File: config.mk
export PLATFORM = sky130hd
export DESIGN_NAME = simple
export DESIGN_NICKNAME = d
export VERILOG_FILES = /design/src/rtl/simple.sv
export SDC_FILE = /design/constraint.sdc
export NUM_CORES = 1
export LEC_CHECK = 0
export ABC_AREA = 1
export CORE_AREA = 2 2 39 41
export DETAILED_ROUTE_END_ITERATION = 12
export DIE_AREA = 0 0 41 43
export GPL_ROUTABILITY_DRIVEN = 0
export PLACE_DENSITY = 0.72
export SYNTH_ARGS = -nofsm -noshare
export SYNTH_HDL_FRONTEND = slang
export SYNTH_SLANG_ARGS = --single-unit
export TNS_END_PERCENT = 5
File: constraint.sdc
create_clock -name clk -period 1.9 [get_ports clk]
set_clock_uncertainty 0.2 [all_clocks]
set_input_delay 0.38 -clock clk [delete_from_list [all_inputs] [get_ports clk]]
set_output_delay 0.38 -clock clk [all_outputs]
set_load 0.1 [all_outputs]
File: src/rtl/simple.sv
// -----------------------------------------------------------------------------
// simple -- binary-to-thermometer encoder with a registered shadow stage.
//
// result is a purely combinational thermometer code of a: the low a bits are
// set. A clocked stage keeps a registered copy of the code and the level, plus
// one-cycle strobes that flag a level change and its direction.
//
// Ports
//   clk       in   1      rising-edge system clock
//   rst_n     in   1      asynchronous, active-low reset
//   a         in   IN_W   unsigned level code, 0..2**IN_W-1
//   result    out  OUT_W  combinational thermometer code of a
//   result_q  out  OUT_W  registered copy of result
//   level_q   out  IN_W   registered copy of a
//   changed   out  1      one-cycle pulse: a != previous level_q
//   up        out  1      one-cycle pulse: a >  previous level_q
//   down      out  1      one-cycle pulse: a <  previous level_q
// -----------------------------------------------------------------------------
module simple #(
  parameter int unsigned IN_W = 3
) (
  input  logic                    clk,
  input  logic                    rst_n,
  input  logic [IN_W-1:0]         a,
  output logic [(2**IN_W)-2:0]    result,
  output logic [(2**IN_W)-2:0]    result_q,
  output logic [IN_W-1:0]         level_q,
  output logic                    changed,
  output logic                    up,
  output logic                    down
);

  localparam int unsigned OUT_W = (2**IN_W) - 1;

  logic [OUT_W-1:0] result_d;
  logic [IN_W-1:0]  level_d;
  logic             changed_d, changed_q;
  logic             up_d,      up_q;
  logic             down_d,    down_q;

  // Thermometer: bit k is set whenever k lies below the level code.
  always_comb begin
    result = '0;
    for (int unsigned k = 0; k < OUT_W; k++) begin
      result[k] = (k < 32'(a));
    end
  end

  // Direction is taken against the level held before this edge, so a jump of
  // any size produces a single strobe and a steady level produces none.
  always_comb begin
    result_d  = result;
    level_d   = a;
    up_d      = (a > level_q);
    down_d    = (a < level_q);
    changed_d = up_d | down_d;
  end

  always_ff @(posedge clk or negedge rst_n) begin
    if (!rst_n) begin
      result_q  <= '0;
      level_q   <= '0;
      changed_q <= 1'b0;
      up_q      <= 1'b0;
      down_q    <= 1'b0;
    end else begin
      result_q  <= result_d;
      level_q   <= level_d;
      changed_q <= changed_d;
      up_q      <= up_d;
      down_q    <= down_d;
    end
  end

  assign changed = changed_q;
  assign up      = up_q;
  assign down    = down_q;

endmodule

==> run metrics <==
status finished, final reports clean; DRC 0; Fin Hold WS 0.175 ns; first-pass GRT wire length 1.59 mm; FMAX 0.574 GHz; Post-DRT Antenna Nets 0; clock buffer count from CTS 3; Seq/Total Area, Yosys 66.7%; FILL cells 90; TritonCTS clock tree built; H-tree depth 1; Crit. path cell count 4; Post-Syn Area 450 um^2; critical path capture point result[4]; Core Box Area 1380 um^2; Skew-Pair Late Insertion Delay 0.27 ns; routed via count 364; crit path launch type primary input; RSZ-0062 raised after global routing false; Slew HR 64.2%; met2 GRT Util 23.1%; Final period util 91.7%; nets@finish 79; diode count 0; RR Endpoint up; Final Critical Period 1.74 ns; port bufs 24; most common cell after layout, fill and taps aside buf_12; slowest stage cell on the critical path dlygate4sd2_1; Initial Util 32.5%; Clock transition at path regs 0.07 ns; clock sinks 12; Worst Setup Path Type in -> out; #FFs+latches synth 12; synthesis-to-finish area growth 118%; row cnt 14; VDD IR max 0.501 mV; Worst Path Buf+Inv 3; vias in the first global route 354; Root Driver clkbuf_4; GRT Util Overall 14.5%; Post-DP HPWL 850 um; CTS Buffer Depth 2; grt total ovfl 0; chip width 41 um; Worst Path Arrival 1.16 ns; worst path required time 1.32 ns; M1 GR Usage 14.7%; initial antenna violation count 0; most frequent cells in the layout buf_12, dfrtp_1, inv_1; GRT busiest layer met2; Slew Limit Fails 0; max incr delay on CP 0.28 ns; Cells after Synth 40; CP Capture Type output pin; max_cap viols 0; critical path startpoint a[2]; Vias/cell 4.23; Final setup viols 0; drt total wl 1.01 mm; R2R setup slack 0.42 ns; Worst Hold Class in -> reg; TNS Setup 0 ns; pin count of the biggest net entering global routing 13; PD cells 858 nW/um^2; Routed WL per cell 11.7 um; layout cells sized above 1 50.0%; P_leak 0.485 nW; worst reg2reg path depth 6; GR Util met3 5.24%; die height 43 um; die area 1760 um^2; yosys warns 0; final hold vios 0; Post-Syn Nets 48; CP Cell Sequence dlygate4sd2_1 > inv_1 > a21oi_4 > buf_12; CP delay by family, top buffers and inverters; Worst Path Max Fanout 4; synthesized area per cell 11.3 um^2; hold_sp a[0]; boundary pin count 25; drt first-iter violations 2; Slew @ Worst Pin 0.535 ns; Synth cell types 10; Reg-to-Reg Start result_q[3]; DRT Pass-1 Iters 2
## layout make-up
cell class                 count  area, um^2  area share [%]
tap                           16        20.0            2.04
clock buffer                   4        36.3            3.69
inverter                       9        33.8            3.44
timing repair buffer          28         467            47.5
sequential                    12         300            30.5
multi-input combinational     17         126            12.8
## timing repair
action                                  in CTS  in global routing
hold endpoints to repair                     0                  0
buffers inserted                             1                  0
gates resized for setup                      7                  0
endpoints found under the setup margin       6                  0
hold buffers                                 0                  0
## cell usage after synthesis
cell / instances / area share (%)
nor2_1: 3 / 2.5
dfrtp_1: 12 / 67
a21oi_1: 1 / 1.1
nand2_1: 5 / 4.2
buf_4: 2 / 3.3
o21ai_0: 1 / 1.1
nor2_2: 3 / 4.2
o21ai_1: 1 / 1.1
inv_1: 9 / 7.5
ha_1: 3 / 8.3
## report_power, final
| part | leakage (nW) | switching [mW] | internal [mW] |
|---|---|---|---|
| registers | 0.137 | 0.0156 | 0.272 |
| clock network | 0.0210 | 0.0798 | 0.116 |
| logic | 0.327 | 0.240 | 0.120 |
| total | 0.485 | 0.335 | 0.509 |
## routing by layer
layer / up-vias / wire length, um
met2: 16 / 595
met1: 170 / 335
li1: 178 / -
met3: 0 / 76
met5: - / 0
met4: 0 / 0
## cells by family after synthesis
logic type	share of synthesized area [%]
compound gates	3.33
simple gates	10.8
fa+ha+maj	8.33
buf+inv	10.8
flops	66.7
## per-stage QoR
stage	cells	total power, mW	setup slack [ns]	area [um^2]	util [%]
final	86	0.844	0.158	983	71.1
after global routing	86	0.880	0.0982	983	71.1
after CTS	86	0.861	0.167	983	71.1
after detailed placement	81	0.652	-0.143	926	66.9
after global placement	81	0.646	-0.112	926	66.9
after floorplan	40	0.503	-0.438	458	-
## sequential cells by signal, summed over array words and instances (netlist names)
name      cells
up            1
changed       1
down          1
level_q       2
result_q      7
## how the worst min path moves through the flow
stage	endpoint	cells past startpoint
final	level_q[0]	1
after global routing	level_q[0]	1
after CTS	level_q[0]	1
after detailed placement	changed	3
after global placement	changed	3
after floorplan	changed	0
(Power assumes the default switching activity.)
==> patch 1: new RTL, same flow settings <==
Reset style: synchronous (`rst_n`), changed in one clocked block. Comments in the files are not updated.
--- a/src/rtl/simple.sv
+++ b/src/rtl/simple.sv
@@ -56,7 +56,7 @@
     changed_d = up_d | down_d;
   end
 
-  always_ff @(posedge clk or negedge rst_n) begin
+  always_ff @(posedge clk) begin
     if (!rst_n) begin
       result_q  <= '0;
       level_q   <= '0;
Function: differs if rst_n is asserted again (counterexample within 4 cycles, from zero or initial values and one cycle with rst_n low); with rst_n held inactive, the same outputs for 10 cycles.
==> patch 1 against the unedited design <==
- power decreased by 5.8%
- clock power shrank 23%
- sequential share of layout area fell by 5.4 points
- synthesized area is 2.2% lower
- worst hold slack improved by 0.18 ns
- final area fell by 2.9%
- wire length grew 8.7%
- sequential cell count unchanged
- setup slack lost 0.0055 ns
- count of clock-buffer cells in the layout fell by 1
- critical endpoint is now result[0]
- largest power group unchanged
==> patch 1: results <==
group,metric,value,unit
drt,drt-pass1-iter-count,4,
grt,grt_pass1_vias,419,
yosys,synth.distinct_cells,9,
power_and_ir_drop,power.leakage,0.4814,nW
grt,grt_pass1_wl,1800,µm
drt,drt_iter0_drc,11,
grt,grt_util_all_layers,16.30,%
worst_setup_path,worst-r2r-cell-count,5,
worst_setup_path,r2r-start,"result_q[3]",
timing,slew-limit-headroom,84.84,%
yosys,yosys-top-cells-count,"dfxtp_1, inv_1, nand2_1, nor2_1",
yosys,postSynth.asyncResetShare,0,%
drt,wl,1095,µm
power_and_ir_drop,ir_drop,0.4434,mV
yosys,ys.flop_type,"dfxtp_1",
power_and_ir_drop,swShare,41.40,%
drt,vias,428,
placement,dpl_worst_slack,-0.08403,ns
layout,fin_nets,94,
yosys,yosysSeqAreaShare,54.55,%
layout,drive_above_1_share,39.29,%
yosys,synth_nets,61,
job,cap_violations,0,
worst_setup_path,crit_start,"a[1]",
run_status,status,"complete, no violations",
yosys,synth.area.top_cells,"dfxtp_1, inv_1, ha_1",
grt,grt_max_degree,7,
hold_path,min_from,"a[0]",
worst_setup_path,critPathMaxFanout,5,
==> patch 1: cell count changes after synthesis, sizes merged, moves of 3 or more <==
cell   delta
a21oi     +3
dfrtp    -12
dfxtp    +12
inv       +3
nand2     +5
nand3     +3
==> patch 1: path summary, 6_finish.rpt <==
check,slack [ns],endpoint
setup / recovery,0.15,result[0]
setup reg to reg,0.48,changed
hold reg to reg,0.58,up
hold / removal,0.36,level_q[0]
==> patch 1: per-layer routing <==
metal | up-vias | global-route usage [%] | part of all wire, %
met3 | 3 | 4.712 | 3.5
met2 | 10 | 25.31 | 58
met1 | 193 | 17.49 | 36
met5 | - | 0 | 0
li1 | 222 | - | -
met4 | 0 | 12.00 | 1.6
==> patch 1: power groups by stage <==
stage / registers [mW] / logic, mW / clock network (mW)
2_1_floorplan: 0.404 / 0.101 / 0
3_3_place_gp: 0.290 / 0.360 / 0
3_5_place_dp: 0.291 / 0.364 / 0
4_1_cts: 0.285 / 0.363 / 0.154
5_1_grt: 0.286 / 0.374 / 0.168
6_report: 0.284 / 0.361 / 0.150
==> patch 1: what timing repair did <==
action	CTS	global route
buffers inserted	0	0
gates resized for setup	5	0
hold buffers	0	0
hold endpoints to repair	0	0
setup endpoints to repair	5	0
==> patch 1: layout make-up <==
type	instances	area [µm²]
clock buffers	3	22.52
well taps	16	20.02
fillers	108	429.2
multi-input cells	27	145.1
repair buffers	30	481.7
inverters	12	45.04
flip-flops and latches	12	240.2
==> patch 1: worst max-delay path: stages <==
cell and delay, ns:
dlygate4sd2_1 0.27, nor2_1 0.19, nand2_1 0.13, buf_12 0.19
==> patch 1: stage by stage <==
stage | std cells | hold WS, ns | area, µm²
floorplan | 53 | 0.2915 | 442.9
global placement | 97 | 0.5372 | 933.4
detailed placement | 97 | 0.5723 | 933.4
CTS | 100 | 0.3508 | 954.7
global route | 100 | 0.3621 | 954.7
finish | 100 | 0.3599 | 954.7
==> patch 1: cell families after synthesis <==
| group | count (synthesis) | share of synthesized area [%] |
|---|---|---|
| buf+inv | 14 | 13.63 |
| compound gates | 4 | 5.397 |
| fa+ha+maj | 3 | 8.524 |
| flops | 12 | 54.55 |
| simple gates | 20 | 17.90 |
==> patch 2: new RTL, config.mk and constraints unchanged <==
Made on the original files. Set the parameter `IN_W` to 2 (it was 3).
--- a/src/rtl/simple.sv
+++ b/src/rtl/simple.sv
@@ -17,7 +17,7 @@
 //   down      out  1      one-cycle pulse: a <  previous level_q
 // -----------------------------------------------------------------------------
 module simple #(
-  parameter int unsigned IN_W = 3
+  parameter int unsigned IN_W = 2
 ) (
   input  logic                    clk,
   input  logic                    rst_n,
Ports: changed (resized a, level_q, result and result_q); port bits go from 25 to 15. No check against the original RTL was run, so the function may have changed too.
==> patch 2 against the unedited design <==
- clock power shrank 30%
- non-clock buffer count shrank 13
- worst hold slack got worse by 0.063 ns
- sequential cell count down 5
- via count is 40% lower
- setup slack worse by 0.080 ns
- power decreased by 38%
- synthesized cell count fell by 38%
- synthesized area decreased by 40%
- wire length fell by 48%
- final area fell by 42%
- critical path type unchanged
- highest routed layer is now met4
==> patch 2: results <==
group,metric,value,unit
placement,portBuffers,14,
timing,worst_pin_slew,0.3076,ns
power_and_ir_drop,ir_drop,0.3190,mV
yosys,synth.area.top_cells,"dfrtp_1, inv_1, ha_1",
yosys,synth_nets,31,
drt,wire_per_inst,9.052,µm
layout,largest_reg_flops,3,
grt,antenna_found_initial,0,
layout,fin_nets,49,
run_status,status,"complete, no violations",
grt,grt_use_met1,7.921,%
drt,drt-pass1-iter-count,1,
cts,numCtsBuffers,3,
drt,dr_wl_met3,57,µm
grt,grt_pass1_vias,211,
drt,vias,219,
power_and_ir_drop,power.leakage,0.2969,nW
yosys,yosys-top-cells-count,"dfrtp_1, inv_1, nand2_1, buf_4, ha_1",
worst_setup_path,crit_end,"result[0]",
power_and_ir_drop,comb-power,0.215,mW
drt,drt_iter0_drc,0,
hold_path,hold_end,"level_q[0]",
drt,highest_layer,"met4",
grt,grt_pass1_wl,910,µm
power_and_ir_drop,combinationalPowerShare,41.0,%
yosys,syn_area_per_cell,10.86,µm²
hold_path,hold-path-cell-count,1,
yosys,yosys_warnings,0,
worst_setup_path,cpMaxStageDelayCell,"clkdlybuf4s50_1",
worst_setup_path,cp.arrival,1.24,ns
power_and_ir_drop,seqPwrFrac,32.7,%
cts,clkSlewWorstSetupHoldPaths,0.05,ns
worst_setup_path,worstReg2RegEnd,"up",
cts,cts_root_buf,"clkbuf_4",
grt,grt_util_all_layers,9.008,%
layout,n_antenna_cell,0,
layout,drive_above_1_share,42.86,%
worst_setup_path,crit_start,"a[1]",
cts,clk_latency,0.26,ns
layout,fin_cells,58,
drt,wl_met1,164,µm
yosys,synth_edf_count,0,
worst_setup_path,worst-r2r-cell-count,5,
placement,dp.cells,54,
placement,dpl_worst_slack,0.007587,ns
worst_setup_path,critPathMaxFanout,3,
placement,placement.cell_area,535.5,µm²
cts,clockBufferDepth,2,
timing,fin_hold_ws,0.1116,ns
worst_setup_path,worst_path_dominant_cell_family,"buffers and inverters",
grt,met2_usage,11.56,%
timing,fmax,548.7,MHz
grt,grt_max_degree,8,
drt,met2_length,268,µm
yosys,yosysSeqAreaShare,64.52,%
worst_setup_path,reg2reg_setup_slack,0.64,ns
power_and_ir_drop,p_switching,0.2130,mW
worst_setup_path,crit_path_max_incr_delay,0.43,ns
worst_setup_path,r2r-start,"result_q[1]",
yosys,synth.distinct_cells,7,
patch 2: changes by cell type after synthesis:
cell / unedited run / this run
dfrtp_1: 12 / 7
ha_1: 3 / 2
inv_1: 9 / 7
nor2_1: 3 / 0
nor2_2: 3 / 0
o21ai_0: 1 / 0
o21ai_1: 1 / 0
or2_1: 0 / 1
patch 2: repair_timing:
| action | in CTS | in global routing |
|---|---|---|
| endpoints found under the setup margin | 0 | 1 |
| setup buffers | 0 | 0 |
| gates resized for setup | 0 | 2 |
patch 2: logic make-up after synthesis:
family / after synthesis / synth area share, %
DFF: 7 / 64.52
adders and majority gates: 2 / 9.215
and+or+nand+nor: 6 / 9.219
buffers and inverters: 9 / 15.21
AOI/OAI and AO/OA: 1 / 1.842
patch 2: final cells by class:
cell class | instances | area [µm²]
well taps | 16 | 20.02
clock inverters | 1 | 5.005
multi-input cells | 9 | 57.56
clock buffers | 3 | 22.52
repair buffers | 15 | 260.3
inverters | 7 | 26.28
flip-flops and latches | 7 | 176.4
fillers | 124 | 815.8
